### src/rtl/led_chase_module.sv
// LED chase pattern generator: each accepted rising edge of Step_In advances
// a rotate-left, rotate-right, bounce or blink pattern across the LED bank.
module led_chase_module #(
  parameter int unsigned LED_W = 4,
  parameter int unsigned CNT_W = 8
) (
  input  logic             CLK,
  input  logic             RST,
  input  logic             Step_In,
  input  logic             En_In,
  input  logic [1:0]       Mode_Sel,
  output logic [LED_W-1:0] LED_Out,
  output logic             Wrap_Out,
  output logic [CNT_W-1:0] Step_Cnt
);

  typedef enum logic [1:0] {
    MODE_ROL    = 2'b00,
    MODE_ROR    = 2'b01,
    MODE_BOUNCE = 2'b10,
    MODE_BLINK  = 2'b11
  } mode_e;

  typedef enum logic {
    DIR_UP   = 1'b0,
    DIR_DOWN = 1'b1
  } dir_e;

  localparam logic [LED_W-1:0] LED_ONE = LED_W'(1);

  logic             step_prev_q;
  logic [LED_W-1:0] led_q, led_d;
  logic             wrap_q, wrap_d;
  logic [CNT_W-1:0] cnt_q, cnt_d;
  mode_e            mode_q, mode_d;
  dir_e             dir_q, dir_d;
  mode_e            mode_sel;
  logic             step_acc;

  assign mode_sel = mode_e'(Mode_Sel);
  assign step_acc = Step_In & ~step_prev_q & En_In;

  always_comb begin
    led_d  = led_q;
    wrap_d = 1'b0;
    cnt_d  = cnt_q;
    mode_d = mode_q;
    dir_d  = dir_q;
    if (step_acc) begin
      cnt_d = cnt_q + CNT_W'(1);
      if (mode_sel != mode_q) begin
        // A mode change restarts the pattern and never flags a wrap
        mode_d = mode_sel;
        dir_d  = DIR_UP;
        led_d  = (mode_sel == MODE_BLINK) ? '1 : LED_ONE;
      end else begin
        unique case (mode_q)
          MODE_ROL: begin
            led_d  = {led_q[LED_W-2:0], led_q[LED_W-1]};
            wrap_d = led_q[LED_W-1];
          end
          MODE_ROR: begin
            led_d  = {led_q[0], led_q[LED_W-1:1]};
            wrap_d = led_q[0];
          end
          MODE_BOUNCE: begin
            if (dir_q == DIR_UP) begin
              if (led_q[LED_W-1]) begin
                led_d  = led_q >> 1;
                dir_d  = DIR_DOWN;
                wrap_d = 1'b1;
              end else begin
                led_d = led_q << 1;
              end
            end else begin
              if (led_q[0]) begin
                led_d  = led_q << 1;
                dir_d  = DIR_UP;
                wrap_d = 1'b1;
              end else begin
                led_d = led_q >> 1;
              end
            end
          end
          MODE_BLINK: begin
            led_d  = ~led_q;
            wrap_d = ~|led_q;
          end
          default: led_d = led_q;
        endcase
      end
    end
  end

  always_ff @(posedge CLK or posedge RST) begin
    if (RST) begin
      step_prev_q <= 1'b0;
      led_q       <= LED_ONE;
      wrap_q      <= 1'b0;
      cnt_q       <= '0;
      mode_q      <= MODE_ROL;
      dir_q       <= DIR_UP;
    end else begin
      step_prev_q <= Step_In;
      led_q       <= led_d;
      wrap_q      <= wrap_d;
      cnt_q       <= cnt_d;
      mode_q      <= mode_d;
      dir_q       <= dir_d;
    end
  end

  assign LED_Out  = led_q;
  assign Wrap_Out = wrap_q;
  assign Step_Cnt = cnt_q;

endmodule

### config.mk
export PLATFORM = sky130hd
export DESIGN_NAME = led_chase_module
export DESIGN_NICKNAME = d
export VERILOG_FILES = /design/src/rtl/led_chase_module.sv
export SDC_FILE = /design/constraint.sdc
export NUM_CORES = 1
export LEC_CHECK = 0
export ABC_AREA = 1
export CORE_MARGIN = 5
export CORE_UTILIZATION = 55
export CTS_CLUSTER_DIAMETER = 60
export CTS_CLUSTER_SIZE = 16
export DETAILED_ROUTE_END_ITERATION = 6
export PLACE_DENSITY = 0.85
export SLEW_MARGIN = 10
export SYNTH_ARGS = -nofsm -noshare
export SYNTH_HDL_FRONTEND = slang
export SYNTH_SLANG_ARGS = --single-unit
### constraint.sdc
create_clock -name CLK -period 3.2 [get_ports CLK]
set_input_delay 0.64 -clock CLK [delete_from_list [all_inputs] [get_ports CLK]]
set_output_delay 0.64 -clock CLK [all_outputs]
set_load 0.1 [all_outputs]
==> results of run 1 <==
area by class of cell:
cell class / instances / share of cell area [%]
Timing Repair Buffer: 18 / 12.1
Multi-Input combinational cell: 105 / 42.5
Inverter: 19 / 5.83
Sequential cell: 17 / 34.9
Clock buffer: 4 / 2.15
Tap cell: 25 / 2.56
synth_stat cells:
library cell  instances  area (µm²)
nand4_1               4        25.0
nand3_2               1        10.0
a21oi_1               5        25.0
xor2_1                4        35.0
nand2_2               4        25.0
nor2_2                3        18.8
dfstp_2               1        26.3
dfrtp_1              16         400
or2_0                 2        12.5
nand3_4               1        17.5
nor3_2                1        10.0
and2_1                1        6.26
ha_1                  1        12.5
buf_2                 1        5.00
o21ai_0               4        20.0
nand2_1              50         188
nand3_1              12        60.1
buf_6                 1        11.3
clkinv_1              1        3.75
inv_1                14        52.6
inv_2                 4        15.0
xnor2_1               2        17.5
nor2_1               10        37.5
cells in the final DEF, fill, tap and decap left out, drive strengths merged:
master and n:
clkdlybuf4s50 5, nor2 13, a21oi 5, clkbuf 4
and2 1, ha 1, dfrtp 16, nand4 4
clkinv 1, inv 18, xnor2 2, nor3 1
nand2 54, dfstp 1, buf 13, or2 2
xor2 4, nand3 14, o21ai 4
registers in the layout (all words and copies together), names as in the netlist:
register	count
step_prev_q	1
Step_Cnt	8
dir_q	1
Wrap_Out	1
mode_q	2
LED_Out	4
where the power goes:
| group | total (W) | switching, W | internal (W) |
|---|---|---|---|
| Combinational | 0.000551 | 0.000425 | 0.000125 |
| Clock | 0.000113 | 0.0000648 | 0.0000487 |
| Sequential | 0.000334 | 0.0000696 | 0.000264 |
cell families (layout without fill, tap and decap cells):
kind of cell,after synthesis,count (layout)
AOI/OAI and AO/OA,9,9
and+or+nand+nor,89,89
adders and majority gates,1,1
DFF,17,17
buffers and inverters,21,41
xor gates and xnor gates,6,6
metrics by stage:
step	setup slack [ns]	total power [W]	util [%]	hold WS, ns
2_1_floorplan	1.35	0.000772	-	0.553
3_3_place_gp	1.12	0.000885	67.9	0.507
3_5_place_dp	1.08	0.000889	67.9	0.513
4_1_cts	1.36	0.00101	69.4	0.535
5_1_grt	1.24	0.00106	69.4	0.548
6_report	1.37	0.000998	69.4	0.528
layer usage:
metal	vias up	share of wire [%]
met2	29	46
met3	5	6.5
met5	-	0
met1	430	45
li1	487	-
met4	0	2.3
final timing paths:
kind | slack (ns) | to | cells after the start | from
max | 1.37 | LED_Out[0] | 1 | LED_Out[0]
min | 0.53 | Step_Cnt[6] | 2 | Step_Cnt[6]
max reg2reg | 1.92 | Step_Cnt[5] | 4 | step_prev_q
min reg2reg | 0.53 | Step_Cnt[6] | 2 | Step_Cnt[6]
max in group asynchronous | 2.08 | Step_Cnt[0] | 2 | RST
min in group asynchronous | 0.71 | LED_Out[3] | 2 | RST
==> impl_metrics.toml, run 1 <==
[synthesis]
synth.yosys.warnings = 0
postSynthAreaPerCell_um2 = 7.24
syn_inst = 143
muxShareOfSynthArea_pct = 0
synth_compound_area_share_pct = 4.35
synth_xor_area_share_pct = 5.08
synth_area_um2 = 1030
yosys.area_share.simple_pct = 39.7
ys_ff_latch = 17
synth_top_family_by_area = "simple AND/OR/NAND/NOR gates"
yosysSeqAreaShare_pct = 41.2
synth_fa_ha_area_share_pct = 1.21
ys_types = 23
synth_nets = 150

[critical_path]
cp_slowest_stage_delay_ns = 0.59
worstPathRequired_ns = 2.56
crit_fanout = 6
cp_slowest_cell = "dfstp_2"
path_cells = "buf_4"
critPathArrivalTime_ns = 1.19
crit_type = "flop to output port"
end_kind = "output port"
start_kind = "flop"
worst-path-buf-inv = 1
critical_path.top_delay_family = "flip-flops"

[cells_and_area]
final_cells = 188
fillerInstances = 154
fin_nets = 171
seqCellArea_um2 = 427
layout-drive-gt1-share_pct = 19.0
n_antenna_cell = 0
multi_input_area_um2 = 520
syn_to_final_growth_pct = 18.3
finalInstanceArea_um2 = 1220

[placed_design]
hpwl_um = 1620
place_area_um2 = 1200
routabilityCongestion = 0.868
port-buffer-count = 18
placedCellCount = 184

[grt]
grt_use_total_pct = 18.4
antenna_found_initial = 0
grt_pass1_vias = 881
grt_use_met1_pct = 23.4
grt_max_degree = 18
met3_usage_pct = 5.07
overflow = 0
grt_pass1_wl_um = 3750
grt.busiest_layer = "met2"
met2_usage_pct = 27.6

[floorplan]
start_util_pct = 58.7
dieArea_um2 = 2850
core_area_um2 = 1760
rows = 15
die_w_um = 53.4
ios = 19
die_h_um = 53.4

[timing]
timing.fmax_mhz = 546
worstMarginPinSlew_ns = 0.632
finalSetupTns_ns = 0
rsz0062_at_grt = "no"
fin_crit_ns = 1.83
skew_ns = 0.00754
fin_crit_sh_pct = 57.2
hold_viol = 0
relSlewSlack_pct = 57.8
drv_slew = 0
finalSetupViolCount = 0

[power_and_ir_drop]
ir_worst_vdd_mv = 0.666
power.density_nw_per_um2 = 816
p_leak_nw = 0.655

[clock_network]
cts_sinks = 17
htree_levels = 1
clk_transition_reported_paths_ns = 0.09
postCtsHoldBufs = 0
cts_repair_resize_count = 0
cts_tree = "yes"
cts_setup_buffers = 0
clk_latency_ns = 0.30
cts_root_buf = "clkbuf_4"
cts_buffers = 3
cts_buffer_depth = 2

[routing]
vias_per_cell = 5.06
vias = 951
postRouteAntennaNets = 0
drc_errors = 0
drt_iter0_drc = 23
route.detailed.wl_per_inst_um = 11.0
dr.pass1.iters = 4
routed_wl_um = 2070

[flow_run]
max-cap-violations = 0

[worst_hold_path]
worstHoldPathType = "flop to flop"

[run_status]
status = "finished, final reports clean"
Note: power is estimated with default switching activity, not from simulation.
==> run 2: changes to the inputs <==
--- a/config.mk
+++ b/config.mk
@@ -6,12 +6,13 @@
 export NUM_CORES = 1
 export LEC_CHECK = 0
 export ABC_AREA = 1
+export CORE_ASPECT_RATIO = 1.5
 export CORE_MARGIN = 5
-export CORE_UTILIZATION = 55
+export CORE_UTILIZATION = 51
 export CTS_CLUSTER_DIAMETER = 60
 export CTS_CLUSTER_SIZE = 16
 export DETAILED_ROUTE_END_ITERATION = 6
-export PLACE_DENSITY = 0.85
+export PLACE_DENSITY = 0.8
 export SLEW_MARGIN = 10
 export SYNTH_ARGS = -nofsm -noshare
 export SYNTH_HDL_FRONTEND = slang
==> constraint.sdc (replaced) <==
create_clock -name CLK -period 1.9 [get_ports CLK]
set_input_delay 0.38 -clock CLK [delete_from_list [all_inputs] [get_ports CLK]]
set_output_delay 0.38 -clock CLK [all_outputs]
set_load 0.1 [all_outputs]
==> impl_metrics.toml, run 2 (synthesized netlist as in run 1, its figures left out) <==
[run_status]
status = "finished, final reports clean"

[grt]
grt_max_degree = 18
overflow = 0
grt_use_total_pct = 18.0
grt_pass1_wl_um = 4060
antenna_found_initial = 0
grt_pass1_vias = 989

[floorplan]
dieArea_um2 = 3050
rows = 20
die_h_um = 65.2
die_w_um = 46.8
start_util_pct = 52.3
ios = 19
core_area_um2 = 1980

[timing]
worstMarginPinSlew_ns = 0.637
finalSetupViolCount = 0
setup_slack_ns = 0.397
finalSetupTns_ns = 0
timing.fmax_mhz = 665
fin_crit_ns = 1.50
hold_viol = 0
rsz0062_at_grt = "no"
fin_crit_sh_pct = 79.1
relSlewSlack_pct = 57.5
drv_slew = 0
skew_ns = 0.00111

[flow_run]
max-cap-violations = 0

[critical_path]
worst-path-buf-inv = 1
path_cells = "buf_12"
start_kind = "flop"
critPathArrivalTime_ns = 1.12
end_kind = "output port"
cp_slowest_cell = "dfstp_2"
worstPathRequired_ns = 1.52
critical_path.top_delay_family = "flip-flops"
cp_slowest_stage_delay_ns = 0.63
crit_fanout = 6
crit_type = "flop to output port"

[clock_network]
postCtsHoldBufs = 0
cts_setup_buffers = 0
cts_buffer_depth = 2
htree_levels = 1
cts_sinks = 17
cts_repair_resize_count = 0
cts_root_buf = "clkbuf_4"
clk_transition_reported_paths_ns = 0.10
cts_buffers = 3
clk_latency_ns = 0.30
cts_tree = "yes"

[routing]
drt_iter0_drc = 18
route.detailed.wl_per_inst_um = 12.7
postRouteAntennaNets = 0
vias_per_cell = 5.35
drc_errors = 0
routed_wl_um = 2370
vias = 996
dr.pass1.iters = 4

[cells_and_area]
finalInstanceArea_um2 = 1380
syn_to_final_growth_pct = 33.3
n_antenna_cell = 0
layout_commonest_cell = "nand2_1"
fillerInstances = 154
final_cell_mix = "nand2_1, dfrtp_1, inv_1"
layout-drive-gt1-share_pct = 20.1
largest_reg_flops = 8
fin_nets = 172

[placed_design]
place_area_um2 = 1350
port-buffer-count = 18
routabilityCongestion = 0.919
dp_slack_ns = 0.153
hpwl_um = 1850

[power_and_ir_drop]
power.density_nw_per_um2 = 1380
ir_worst_vdd_mv = 1.57
p_leak_nw = 0.707

[worst_hold_path]
worstHoldPathType = "input pin to asynchronous set/reset pin"
==> run 2: cell count changes in the layout (fill, tap and decap cells not counted) <==
cell / before / now
buf_4: 13 / 2
clkbuf_1: 1 / 0
buf_12: 0 / 12
clkinv_2: 0 / 1
==> run 2: stage by stage <==
step / total power, W / hold slack, ns / instances / utilization, %
floorplan: 0.00130 / 0.305 / 143 / -
global placement: 0.00170 / 0.542 / 182 / 68.4
detailed placement: 0.00171 / 0.564 / 182 / 68.4
CTS: 0.00191 / 0.481 / 186 / 69.7
global route: 0.00201 / 0.516 / 186 / 69.7
finish: 0.00191 / 0.451 / 186 / 69.7
==> run 2: worst paths after layout <==
check	startpoint	to	slack [ns]	cells past startpoint
setup / recovery	LED_Out[0]	LED_Out[0]	0.40	1
hold reg to reg	LED_Out[0]	LED_Out[0]	0.59	2
hold / removal	RST	Wrap_Out	0.45	2
setup reg to reg	Step_Cnt[1]	Step_Cnt[6]	0.58	6
min in group CLK	LED_Out[0]	LED_Out[0]	0.59	2
max in group asynchronous	RST	dir_q	1.04	2
==> run 2: layout make-up <==
cell class	count	area [µm²]	area share, %
clock buffers	3	22.5	1.63
well taps	22	27.5	2.00
inverters	19	71.3	5.17
clock inverters	1	5.00	0.363
flip-flops and latches	17	427	30.9
repair buffers	19	305	22.1
multi-input cells	105	520	37.7
==> run 2: report_power, final <==
part | total (W) | switching [W] | internal, W
combinational | 0.00111 | 0.000728 | 0.000379
sequential | 0.000603 | 0.000159 | 0.000445
clock | 0.000197 | 0.000118 | 0.0000786
total | 0.00191 | 0.00100 | 0.000902
==> run 2: metal layers <==
| metal | GRT usage [%] | vias to the layer above | routed length, µm |
|---|---|---|---|
| met4 | 8.30 | 0 | 63 |
| met5 | 0 | - | 0 |
| met2 | 31.6 | 25 | 1310 |
| met1 | 19.9 | 472 | 897 |
| met3 | 3.01 | 8 | 93 |
| li1 | - | 491 | - |
==> run 3: changes to the inputs <==
==> constraint.sdc (replaced) <==
create_clock -name CLK -period 1.4 [get_ports CLK]
set_input_delay 0.28 -clock CLK [delete_from_list [all_inputs] [get_ports CLK]]
set_output_delay 0.28 -clock CLK [all_outputs]
set_load 0.1 [all_outputs]
==> impl_metrics.toml, run 3 (synthesized netlist as in run 1, its figures left out) <==
[clock_network]
cts_sinks = 17
clk_latency_ns = 0.29
postCtsHoldBufs = 0
cts_buffers = 3
clk_transition_reported_paths_ns = 0.11
cts_root_buf = "clkbuf_4"
htree_levels = 1
cts_buffer_depth = 2
cts_tree = "yes"

[routing]
postRouteAntennaNets = 0
dr.pass1.iters = 4
drt_iter0_drc = 40
vias_per_cell = 5.30
vias = 1044
routed_wl_um = 2590
drc_errors = 0
route.detailed.wl_per_inst_um = 13.1

[power_and_ir_drop]
p_int_w = 0.00131
p_leak_nw = 0.770
p_clk_share_pct = 9.8
power_switching_w = 0.00140
p_seq_share_pct = 31.8
ir_worst_vdd_mv = 1.40
power.density_nw_per_um2 = 1770
switching_share_pct = 51.6
pwr-share-comb_pct = 58.4

[timing]
timing.fmax_mhz = 714
worstMarginPinSlew_ns = 0.280
relSlewSlack_pct = 81.2
setup_slack_ns = -0.00120
fin_crit_sh_pct = 100
finalSetupViolCount = 1
fin_crit_ns = 1.40
drv_slew = 0
rsz0062_at_grt = "yes"
hold_viol = 0
skew_ns = 0.0133

[grt]
antenna_found_initial = 0
grt_pass1_vias = 1064
grt_max_degree = 18
grt_use_total_pct = 20.7
overflow = 0
grt_pass1_wl_um = 4680

[critical_path]
cp_slowest_stage_delay_ns = 0.65
r2r-end = "Wrap_Out"
path_depth = 1
crit_fanout = 2
setup.worst_path.end = "LED_Out[0]"
path_cells = "buf_12"
end_kind = "output port"
worstRegToRegCells = 6
start_kind = "flop"
critPathArrivalTime_ns = 1.12
startpoint = "LED_Out[0]"
r2r-start = "LED_Out[0]"
cp_slowest_cell = "dfstp_4"
crit_type = "flop to output port"
worstPathRequired_ns = 1.12
critical_path.top_delay_family = "flip-flops"
rrSetupSlack_ns = 0.07
worst-path-buf-inv = 1

[placed_design]
placedCellCount = 190
routabilityCongestion = 0.931
hpwl_um = 2100
place_area_um2 = 1450
port-buffer-count = 18

[floorplan]
start_util_pct = 52.3
dieArea_um2 = 3050
die_h_um = 65.2
core_area_um2 = 1980
die_w_um = 46.8
rows = 20
ios = 19

[cells_and_area]
largest_reg_flops = 8
layout_commonest_cell = "nand2_1"
fin_nets = 183
syn_to_final_growth_pct = 47.5
finalInstanceArea_um2 = 1530
layout-drive-gt1-share_pct = 32.6
final_cell_mix = "nand2_1, inv_1, buf_12"
n_antenna_cell = 0
final_cells = 197

[worst_hold_path]
min_path_cells = 1
worstHoldPathType = "input pin to flop"

[run_status]
violations = "setup timing"
status = "complete, but fails checks"

[flow_run]
max-cap-violations = 0
## run 3: power by group through the flow
stage,Combinational (W),Sequential [W],Clock (W)
CTS,0.00156,0.000851,0.000268
global route,0.00168,0.000888,0.000291
floorplan,0.000366,0.00144,0
detailed placement,0.00153,0.000868,0
finish,0.00158,0.000862,0.000265
global placement,0.00151,0.000860,0
## run 3: worst min-delay path by stage
stage / startpoint / to / slack [ns]
after floorplan: RST / LED_Out[3] / 0.20
after global placement: Step_Cnt[6] / Step_Cnt[6] / 0.52
after detailed placement: Step_Cnt[2] / Step_Cnt[2] / 0.54
after CTS: RST / Step_Cnt[1] / 0.30
after global routing: Step_In / step_prev_q / 0.20
final: Step_In / step_prev_q / 0.20
## run 3: stage by stage
stage                     worst slack [ns]  total power [W]  utilization, %  hold slack [ns]  TNS [ns]
after global routing               -0.0193          0.00286            77.2            0.197   -0.0363
after floorplan                    -0.0138          0.00181               -            0.205   -0.0138
after CTS                           0.0128          0.00268            75.4            0.300         0
after detailed placement            -0.259          0.00240            73.2            0.537     -1.70
final                             -0.00120          0.00271            77.2            0.196  -0.00120
after global placement              -0.172          0.00237            73.2            0.521     -1.13
## run 3: layer usage
layer / wire (µm) / up-vias / GRT usage (%)
met5: 0 / - / 0
met4: 63 / 0 / 7.27
met3: 107 / 8 / 2.47
met2: 1520 / 32 / 37.9
met1: 889 / 493 / 23.0
li1: - / 511 / -
## run 3: final cells by class
class	instances	area, µm²
clock inverters	1	5.00
inverters	19	73.8
flip-flops and latches	17	450
fillers	134	450
multi-input cells	105	541
well taps	22	27.5
clock buffers	3	22.5
repair buffers	30	407
## run 3: repair_timing
| item | CTS | global route |
|---|---|---|
| pin swaps | 0 | 1 |
| buffers inserted | 2 | 1 |
| setup endpoints to repair | 1 | 6 |
| gates resized for setup | 0 | 8 |
## run 3: worst reg2reg max path, delay by kind of cell, from the launching register on
| family | cells | cell delay (ns) |
|---|---|---|
| buffers and inverters | 2 | 0.21 |
| flip-flops | 1 | 0.65 |
| AND/OR/NAND/NOR | 4 | 0.34 |
